[config.mk]
export PLATFORM = sky130hd
export DESIGN_NAME = spi_sram_target
export DESIGN_NICKNAME = d
export VERILOG_FILES = /design/src/rtl/spi_sram_pkg.sv /design/src/rtl/spi_sync_edge.sv /design/src/rtl/spi_sram_target.sv
export SDC_FILE = /design/constraint.sdc
export NUM_CORES = 2
export LEC_CHECK = 0
export BUFFER_PORTS_ARGS = -buffer_cell sky130_fd_sc_hd__buf_2
export CAP_MARGIN = 20
export CORE_MARGIN = 2
export CORE_UTILIZATION = 30
export DETAILED_ROUTE_END_ITERATION = 12
export PLACE_DENSITY = 0.48
export SLEW_MARGIN = 15
export SYNTH_ARGS = -nofsm -noshare
export SYNTH_HDL_FRONTEND = slang
export SYNTH_SLANG_ARGS = --single-unit
[constraint.sdc]
create_clock -name clk -period 15.77 [get_ports clk]
set_input_delay 3.154 -clock clk [delete_from_list [all_inputs] [get_ports clk]]
set_output_delay 3.154 -clock clk [all_outputs]
set_load 0.01 [all_outputs]
[src/rtl/spi_sram_pkg.sv]
// ==== spi_sram_pkg : state encoding and command constants for spi_sram_target ==== rev 1.0 ====
`default_nettype none

package spi_sram_pkg;

  typedef enum logic [2:0] {
    S_IDLE   = 3'd0,
    S_CMD    = 3'd1,
    S_ADDR   = 3'd2,
    S_WDATA  = 3'd3,
    S_RDATA  = 3'd4,
    S_IGNORE = 3'd5
  } state_t;

  localparam logic [7:0] CMD_READ   = 8'h03;
  localparam logic [7:0] CMD_WRITE  = 8'h02;
  localparam logic [7:0] CMD_RDMR   = 8'h05;
  localparam logic [7:0] CMD_WRMR   = 8'h01;
  localparam logic [7:0] MODE_RESET = 8'h40;

endpackage

`default_nettype wire

[src/rtl/spi_sync_edge.sv]
// ==== spi_sync_edge : SPI pin synchronizers with serial-clock edge detect ==== rev 1.0 ====
`default_nettype none

module spi_sync_edge #(
  parameter int SYNC_STAGES = 2
) (
  input  logic clk,
  input  logic rst,
  input  logic spi_clk,
  input  logic spi_cs_n,
  input  logic spi_mosi,
  output logic sclk_rise,
  output logic sclk_fall,
  output logic cs_n,
  output logic mosi
);

  logic [SYNC_STAGES-1:0] clk_q;
  logic [SYNC_STAGES-1:0] cs_q;
  logic [SYNC_STAGES-1:0] mosi_q;
  logic                   clk_prev;

  always_ff @(posedge clk) begin
    if (rst) begin
      clk_q    <= '0;
      cs_q     <= '1;
      mosi_q   <= '0;
      clk_prev <= 1'b0;
    end else begin
      clk_q[0]  <= spi_clk;
      cs_q[0]   <= spi_cs_n;
      mosi_q[0] <= spi_mosi;
      for (int i = 1; i < SYNC_STAGES; i++) begin
        clk_q[i]  <= clk_q[i-1];
        cs_q[i]   <= cs_q[i-1];
        mosi_q[i] <= mosi_q[i-1];
      end
      clk_prev <= clk_q[SYNC_STAGES-1];
    end
  end

  // mosi shares the clock's pipeline depth, so it is aligned with the detected rise
  assign sclk_rise = clk_q[SYNC_STAGES-1] & ~clk_prev;
  assign sclk_fall = ~clk_q[SYNC_STAGES-1] & clk_prev;
  assign cs_n      = cs_q[SYNC_STAGES-1];
  assign mosi      = mosi_q[SYNC_STAGES-1];

endmodule

`default_nettype wire

[src/rtl/spi_sram_target.sv]
// ==== spi_sram_target : SPI mode-0 byte SRAM; option macro SPI_SRAM_TARGET_MODE_REG_EN ==== rev 1.0 ====
`default_nettype none

module spi_sram_target #(
  parameter int ADDR_W      = 8,
  parameter int SYNC_STAGES = 2
) (
  input  logic clk,
  input  logic rst,
  input  logic spi_clk,
  input  logic spi_cs_n,
  input  logic spi_mosi,
  output logic spi_miso,
  output logic busy,
  output logic cmd_err
);

  import spi_sram_pkg::*;

  logic              sclk_rise, sclk_fall, cs_n_s, mosi_s;
  state_t            state, state_n;
  logic [3:0]        cnt, cnt_n;
  logic [6:0]        rx_sh, rx_sh_n;
  logic [7:0]        tx_sh, tx_sh_n;
  logic [ADDR_W-1:0] addr, addr_n;
  logic              is_write, is_write_n;
  logic              miso_r, miso_n;
  logic              cmd_err_r, cmd_err_n;
  logic              mem_we;
  logic [7:0]        rx_byte;
  logic [ADDR_W-1:0] addr_inc, addr_shift;
  logic [7:0]        mem [0:(1<<ADDR_W)-1];
`ifdef SPI_SRAM_TARGET_MODE_REG_EN
  logic              reg_sel, reg_sel_n;
  logic [7:0]        mode_reg, mode_reg_n;
`endif

  spi_sync_edge #(.SYNC_STAGES(SYNC_STAGES)) u_sync (
    .clk       (clk),
    .rst       (rst),
    .spi_clk   (spi_clk),
    .spi_cs_n  (spi_cs_n),
    .spi_mosi  (spi_mosi),
    .sclk_rise (sclk_rise),
    .sclk_fall (sclk_fall),
    .cs_n      (cs_n_s),
    .mosi      (mosi_s)
  );

  assign rx_byte    = {rx_sh, mosi_s};
  assign addr_inc   = addr + ADDR_W'(1);
  // upper address bits simply fall off the top of the shifter
  assign addr_shift = ADDR_W'({addr, mosi_s});

  always_ff @(posedge clk) begin
    if (rst) begin
      state     <= S_IDLE;
      cnt       <= '0;
      rx_sh     <= '0;
      tx_sh     <= '0;
      addr      <= '0;
      is_write  <= 1'b0;
      miso_r    <= 1'b0;
      cmd_err_r <= 1'b0;
`ifdef SPI_SRAM_TARGET_MODE_REG_EN
      reg_sel   <= 1'b0;
      mode_reg  <= MODE_RESET;
`endif
    end else begin
      state     <= state_n;
      cnt       <= cnt_n;
      rx_sh     <= rx_sh_n;
      tx_sh     <= tx_sh_n;
      addr      <= addr_n;
      is_write  <= is_write_n;
      miso_r    <= miso_n;
      cmd_err_r <= cmd_err_n;
`ifdef SPI_SRAM_TARGET_MODE_REG_EN
      reg_sel   <= reg_sel_n;
      mode_reg  <= mode_reg_n;
`endif
    end
  end

  always_comb begin
    state_n    = state;
    cnt_n      = cnt;
    rx_sh_n    = rx_sh;
    tx_sh_n    = tx_sh;
    addr_n     = addr;
    is_write_n = is_write;
    miso_n     = miso_r;
    cmd_err_n  = 1'b0;
    mem_we     = 1'b0;
`ifdef SPI_SRAM_TARGET_MODE_REG_EN
    reg_sel_n  = reg_sel;
    mode_reg_n = mode_reg;
`endif
    if (cs_n_s) begin
      state_n = S_IDLE;
      cnt_n   = '0;
    end else begin
      case (state)
        // serial-clock edges are ignored here, so a rise coincident with cs_n falling is not counted
        S_IDLE: begin
          state_n    = S_CMD;
          cnt_n      = '0;
          is_write_n = 1'b0;
`ifdef SPI_SRAM_TARGET_MODE_REG_EN
          reg_sel_n  = 1'b0;
`endif
        end
        S_CMD: if (sclk_rise) begin
          rx_sh_n = rx_byte[6:0];
          cnt_n   = cnt + 4'd1;
          if (cnt == 4'd7) begin
            cnt_n = '0;
            case (rx_byte)
              CMD_READ:  begin state_n = S_ADDR; is_write_n = 1'b0; end
              CMD_WRITE: begin state_n = S_ADDR; is_write_n = 1'b1; end
`ifdef SPI_SRAM_TARGET_MODE_REG_EN
              CMD_RDMR:  begin state_n = S_RDATA; reg_sel_n = 1'b1; tx_sh_n = mode_reg; end
              CMD_WRMR:  begin state_n = S_WDATA; reg_sel_n = 1'b1; end
`endif
              default:   begin state_n = S_IGNORE; cmd_err_n = 1'b1; end
            endcase
          end
        end
        S_ADDR: if (sclk_rise) begin
          addr_n = addr_shift;
          cnt_n  = cnt + 4'd1;
          if (cnt == 4'd15) begin
            cnt_n   = '0;
            state_n = is_write ? S_WDATA : S_RDATA;
            tx_sh_n = mem[addr_shift];
          end
        end
        S_WDATA: if (sclk_rise) begin
          rx_sh_n = rx_byte[6:0];
          cnt_n   = cnt + 4'd1;
          if (cnt == 4'd7) begin
            cnt_n = '0;
`ifdef SPI_SRAM_TARGET_MODE_REG_EN
            if (reg_sel) begin
              mode_reg_n = rx_byte;
            end else begin
              mem_we = 1'b1;
              addr_n = addr_inc;
            end
`else
            mem_we = 1'b1;
            addr_n = addr_inc;
`endif
          end
        end
        S_RDATA: if (sclk_fall) begin
          miso_n = tx_sh[7];
          cnt_n  = cnt + 4'd1;
          if (cnt == 4'd7) begin
            cnt_n = '0;
`ifdef SPI_SRAM_TARGET_MODE_REG_EN
            if (reg_sel) begin
              tx_sh_n = mode_reg;
            end else begin
              tx_sh_n = mem[addr_inc];
              addr_n  = addr_inc;
            end
`else
            tx_sh_n = mem[addr_inc];
            addr_n  = addr_inc;
`endif
          end else begin
            tx_sh_n = {tx_sh[6:0], 1'b0};
          end
        end
        S_IGNORE: state_n = S_IGNORE;
        default:  state_n = S_IDLE;
      endcase
    end
    if (state_n != S_RDATA) miso_n = 1'b0;
  end

  // memory is deliberately outside reset so contents survive rst
  always_ff @(posedge clk) begin
    if (mem_we && !rst) mem[addr] <= rx_byte;
  end

  assign spi_miso = miso_r;
  assign busy     = (state != S_IDLE);
  assign cmd_err  = cmd_err_r;

endmodule

`default_nettype wire

=== Yosys cells after proc, flatten, opt, wreduce, memory -nomap -nowiden ===
Memories as Yosys holds them, arrays and structs flattened.
Cells that the tools add are included.

* Register bits: 40
* Bits in writable memories: 2048
* Input bits: 5
* Word-level logic and storage cells: 96
* Memories kept: 1

{| class="wikitable"
|+ Memories
! memory !! depth !! bits a word !! read ports !! clocked after memory_dff !! wr ports !! line !! RTL
|-
| mem || 256 || 8 || 2 || 0 || 1 || spi_sram_target.sv:32 || <nowiki>logic [7:0] mem [0:(1<<ADDR_W)-1];</nowiki>
|}

* Add/subtract/negate cells: 2
* Equal/unequal tests: 18
* Multiplexer cells: 35
* Bitwise logic cells: 8
* Reduce and logical (&&, ||, !) cells: 20

{| class="wikitable"
|+ Operator list
! cell !! count
|-
| $mux 8 || 8
|-
| $pmux 8 s3 || 1
|-
| $mux 3 || 7
|-
| $mux 4 || 5
|-
| $eq 8x2->1 const B || 2
|-
| $pmux 4 s4 || 1
|-
| $pmux 8 s2 || 1
|-
| $pmux 3 s5 || 1
|-
| $reduce_and 5->1 || 3
|-
| $ne 2x2->1 const B || 6
|-
| $reduce_or 2->1 || 5
|-
| $mux 1 || 9
|-
| $add 8x1->8 const B || 1
|-
| $eq 3x2->1 const B || 2
|-
| $eq 3x3->1 const B || 2
|-
| $ne 3x3->1 const B || 2
|-
| $not 1->1 || 6
|-
| $reduce_and 3->1 || 2
|-
| $reduce_bool 3->1 || 2
|-
| $reduce_or 5->1 || 1
|-
| $add 4x1->4 const B || 1
|-
| $eq 4x3->1 const B || 1
|-
| $eq 4x4->1 const B || 1
|-
| $pmux 1 s2 || 2
|-
| other kinds (9) || 11
|}

=== Longest topological paths before layout ===
* Depth in word-level cells: 9
* Mapped depth: 19
* Depth with buffers taken out: 10

=== Hierarchy ===
From an unflattened synthesis, not the netlist that was laid out.

* Cells, all modules: 5642
* Area, all modules: 100201.1 um^2

{| class="wikitable"
|+ By module, submodules not included
! module !! times used !! cells each !! area an instance (um^2) !! seq. area each (um^2)
|-
| spi_sram_target || 1 || 5626 || 100004.7 || 62159.6
|-
| spi_sync_edge || 1 || 16 || 196.4 || 140.1
|}

=== Least setup slack after synthesis ===
Ideal clock, no wire load.

* Path type: register to register
* Start point: reg u_sync.mosi_q[1]
* End point: reg tx_sh[2]
* Library setup time: 128 ps
* Arrival: 5986 ps
* Data required time: 15642 ps
* Path slack: 9656 ps
* Cell stages (with the launch flop): 11
* Clock period less this slack: 6114 ps
* Cells stage by stage: dfxtp_1 -> buf_2 -> buf_2 -> clkbuf_1 -> clkbuf_1 -> mux4_2 -> nand3b_1 -> a211oi_1 -> nor3_1 -> nor2_1 -> o32ai_1

* Word-level cells in the longest chain between the ends: 4

{| class="wikitable"
|+ Ends and longest elaborated chain
! item !! line !! RTL
|-
| start, declared || spi_sync_edge.sv:20 || <nowiki>logic [SYNC_STAGES-1:0] mosi_q;</nowiki>
|-
| start signal, assigned by index || spi_sync_edge.sv:36 || <nowiki>mosi_q[i] <= mosi_q[i-1];</nowiki>
|-
| $mem_v2 256x8 || - ||
|-
| $mux 8 || spi_sram_target.sv:132 || <nowiki>if (cnt == 4'd15) begin</nowiki>
|-
| $mux 8 || spi_sram_target.sv:129 || <nowiki>S_ADDR: if (sclk_rise) begin</nowiki>
|-
| $pmux 8 s2 || spi_sram_target.sv:103 || <nowiki>case (state)</nowiki>
|-
| end signal, assigned || spi_sram_target.sv:73 || <nowiki>tx_sh <= tx_sh_n;</nowiki>
|-
| end, declared || spi_sram_target.sv:24 || <nowiki>logic [7:0] tx_sh, tx_sh_n;</nowiki>
|}

Every way passes these cells. The select of a mux whose other input is x is not followed.
A chain may end at the register's enable or synchronous reset.

=== Worst setup path in the final report ===
* Start point: reg addr[0]
* End point: reg tx_sh[5]

* Word-level cells in the longest chain between the ends: 5
* Elaborated cells between the ends (all ways): 7

{| class="wikitable"
|+ Ends and longest elaborated chain
! item !! line !! RTL
|-
| start, declared || spi_sram_target.sv:25 || <nowiki>logic [ADDR_W-1:0] addr, addr_n;</nowiki>
|-
| start signal, assigned || spi_sram_target.sv:74 || <nowiki>addr <= addr_n;</nowiki>
|-
| $add 8x1->8 || spi_sram_target.sv:51 || <nowiki>assign addr_inc = addr + ADDR_W'(1);</nowiki>
|-
| $mem_v2 256x8 * || - ||
|-
| $mux 8 || spi_sram_target.sv:159 || <nowiki>if (cnt == 4'd7) begin</nowiki>
|-
| $mux 8 || spi_sram_target.sv:156 || <nowiki>S_RDATA: if (sclk_fall) begin</nowiki>
|-
| $pmux 8 s2 * || spi_sram_target.sv:103 ||
|}

Mark *: on every way between the ends. The rest lies on a longest branch, timed or not. The select of a mux whose other input is x is not followed.

==> flow_metrics.py <==
metrics = {
    "hold_path": {
        "holdPathEnd": "u_sync.mosi_q[1]$_SDFF_PP0_",
        "hp-class": "reg2reg",
        "min_from": "u_sync.mosi_q[0]$_SDFF_PP0_",
        "hold_path_depth": 1,
    },
    "detailed_routing": {
        "met2_length_um": 164000,
        "highest_layer": "met5",
        "finalWirelength_um": 354000,
        "met1Wirelength_um": 147000,
        "drcViolationCount": 0,
        "dr_total_vias": 58100,
        "drt_iter0_markers": 7576,
        "dr_wl_met3_um": 29000,
        "drt.antenna.violating_nets": 0,
        "first_pass_iters": 5,
        "routedWlPerCell_um": 35.7,
        "vias_per_cell": 5.86,
    },
    "finish": {
        "num-nets-final": 5398,
        "seq_area_mm2": 0.0623,
        "layout-drive-gt1-share": 0.290,
        "finalInstanceArea_mm2": 0.111,
        "fillCellCount": 30900,
        "area_growth_pct": 12.5,
        "multi_input_area_mm2": 0.0345,
    },
    "timing": {
        "min_period_over_period": 0.441,
        "setup_tns_ns": 0,
        "fin_crit_ns": 6.96,
        "drv_slew": 0,
        "finalWorstSetupSlack_ns": 8.81,
        "skew_ns": 0.0808,
        "fmax_ghz": 0.144,
        "setup_viol": 0,
        "max_slew.worst_pin.slew_ns": 1.18,
        "rsz0062_at_grt": "no",
        "hold_violations": 0,
        "slew_headroom": 0.211,
    },
    "global_routing": {
        "antenna_found_initial": 21,
        "grt_pass1_wl_um": 488000,
        "gr-usage-all-layers": 0.209,
        "grt_max_degree": 157,
        "grt_pass1_vias": 57100,
        "overflow": 0,
    },
    "yosys": {
        "syn_area_per_cell_um2": 18.3,
        "yosys.area.top_type_share": 0.621,
        "ys_ff_latch": 2088,
        "ys_seq_area_frac": 0.629,
        "ys_top_cells_by_area": "edfxtp_1 (62%), mux4_2 (22%), mux2i_1 (3.8%), nor2_1 (1.3%), a22oi_1 (1.1%)",
        "synthCells": 5410,
        "synth_edf_count": 2048,
        "synthFlopType": "edfxtp_1",
        "synthesis.area_mm2": 0.0990,
        "synth.distinct_cells": 80,
        "synth_top_area_cell": "edfxtp_1",
        "syn_nets": 5420,
        "synthArstFlopShare": 0,
        "yosysWarningCount": 0,
    },
    "clock_network": {
        "path_clk_slew_ns": 0.06,
        "cts_buffers": 235,
        "cts_buffer_depth": 4,
        "cts_setup_buffers": 0,
        "clk_latency_ns": 0.93,
        "cts_hold_buf": 0,
        "cts_root_buf": "clkbuf_16",
        "cts.sinks": 2088,
        "ctsResizeCount": 0,
        "h-tree-depth": 4,
        "cts_tree": "yes",
    },
    "floorplan": {
        "die_w_um": 579,
        "die-area_mm2": 0.335,
        "fp-row-count": 210,
        "die_h_um": 579,
        "core_area_mm2": 0.328,
        "pin_count": 8,
        "start_util": 0.302,
    },
    "placement": {
        "placed_area_mm2": 0.104,
        "gp_congestion": 0.871,
        "place_ws_ns": 8.32,
        "port_buffers": 7,
        "hpwl_um": 230000,
    },
    "critical_path": {
        "endpoint_kind": "flip-flop",
        "cp-start-kind": "flip-flop",
        "arrival_ns": 7.73,
        "required_ns": 16.54,
        "r2r_start": "addr[0]$_SDFFE_PP0P_",
        "r2r_cells": 10,
        "crit_fanout": 41,
        "reg2reg_slack_ns": 8.81,
        "crit_type": "reg2reg",
        "r2r-end": "tx_sh[5]$_SDFFE_PP0P_",
    },
    "pwr": {
        "internal_power_mw": 9.30,
        "power-per-cell-area_mw_per_mm2": 105,
        "switching_power_mw": 2.40,
        "peakVddDrop_mv": 0.0839,
        "pwr-share-clk": 0.478,
        "p_comb_frac": 0.008,
        "swShare": 0.205,
        "p_seq_frac": 0.513,
        "p_leak_nw": 32.5,
    },
    "run": {
        "cap_violations": 0,
    },
    "run_status": {
        "status": "complete, no violations",
    },
}
[critical path: stages, from the launching register on]
cell and delay [ns]:
dfxtp_4 0.77, clkinv_1 0.86, ha_4 1.00, buf_4 0.61
buf_4 0.70, mux4_2 0.47, mux4_2 0.55, mux2i_1 0.45
o22ai_1 0.25, nor4_1 0.76, o22ai_1 0.19
[flip-flops by register name, summed over array words and instances, names as in the netlist]
signal           cells
u_sync.clk_q         2
state                3
addr                 8
spi_miso             1
u_sync.mosi_q        2
cnt                  4
rx_sh                7
cmd_err              1
is_write             1
mem               2048
tx_sh                8
u_sync.clk_prev      1
u_sync.cs_q          2
[metal layers]
metal | up-vias | track usage
li1 | 22900 | -
met1 | 31700 | 0.286
met2 | 2997 | 0.328
met3 | 564 | 0.0397
met4 | 10 | 0.0793
met5 | - | 0
[how the worst max path moves through the flow]
stage                                           start                     to  slack [ns]  cells after the start
after detailed placement                          rst  mem[209][7]$_DFFE_PP_        8.32                      7
after floorplan           u_sync.mosi_q[1]$_SDFF_PP0_  tx_sh[2]$_SDFFE_PP0P_        9.66                     10
after global placement                            rst  mem[209][7]$_DFFE_PP_        8.42                      7
final                            addr[0]$_SDFFE_PP0P_  tx_sh[5]$_SDFFE_PP0P_        8.81                     10
after CTS                        addr[0]$_SDFFE_PP0P_  tx_sh[5]$_SDFFE_PP0P_        8.74                     12
after global routing             addr[0]$_SDFFE_PP0P_  tx_sh[5]$_SDFFE_PP0P_        8.34                     12
[through the flow]
step,cells,power [mW],utilization,hold WS [ns]
global route,9918,12.0,0.340,0.470
detailed placement,9495,6.22,0.316,0.432
finish,9923,11.7,0.340,0.444
CTS,9915,11.8,0.340,0.450
global placement,9491,6.22,0.316,0.436
floorplan,5410,6.18,-,0.389
[placed cells by master (no fill, tap or decap), types with 28 or more instances in the layout]
| cell type | n |
|---|---|
| bufinv_16 | 33 |
| nor3_1 | 36 |
| buf_4 | 146 |
| mux4_2 | 963 |
| a21oi_1 | 117 |
| clkinv_2 | 47 |
| o22ai_1 | 57 |
| mux2_2 | 65 |
| nor2_1 | 352 |
| clkinv_1 | 47 |
| clkbuf_1 | 31 |
| nand3_1 | 119 |
| a22oi_1 | 139 |
| edfxtp_1 | 2048 |
| nand2_1 | 212 |
| o21ai_0 | 90 |
| nand4_1 | 29 |
| dfxtp_1 | 28 |
| mux2i_1 | 379 |
| clkbuf_16 | 236 |
[cell families after synthesis]
group / Yosys count / synth area share
flip-flops: 2088 / 0.629
adder cells (fa/ha/maj): 5 / 0.000632
AND/OR/NAND/NOR: 875 / 0.0392
XOR/XNOR: 12 / 0.00121
buffers and inverters: 436 / 0.0256
multiplexers: 1412 / 0.265
AO/OA/AOI/OAI: 582 / 0.0390
[cell type report]
cell class                 count  area share
antenna                        6    0.000135
clock buffer                 267      0.0540
clock inverter               153      0.0151
inverter                       7    0.000281
multi-input combinational   2886       0.309
sequential                  2088       0.559
timing repair buffer         170      0.0133
tap                         4346      0.0488
[power groups by stage]
stage / clock network [mW] / registers (mW) / logic [mW]
6_report: 5.60 / 6.01 / 0.0973
2_1_floorplan: 0 / 6.13 / 0.0515
3_5_place_dp: 0 / 6.12 / 0.0970
5_1_grt: 5.89 / 6.00 / 0.101
4_1_cts: 5.68 / 6.01 / 0.0974
3_3_place_gp: 0 / 6.12 / 0.0975
[Yosys cell counts, types with 65 or more instances]
master    instances
mux2_2           65
nand2_1         229
mux2i_1         379
edfxtp_1       2048
mux4_2          963
a21oi_1         117
nor2_1          356
a22oi_1         139
buf_2            81
clkbuf_1        172
buf_6            73
o21ai_0          90
nand3_1         119
No activity file was read; power rests on OpenSTA's default activity.
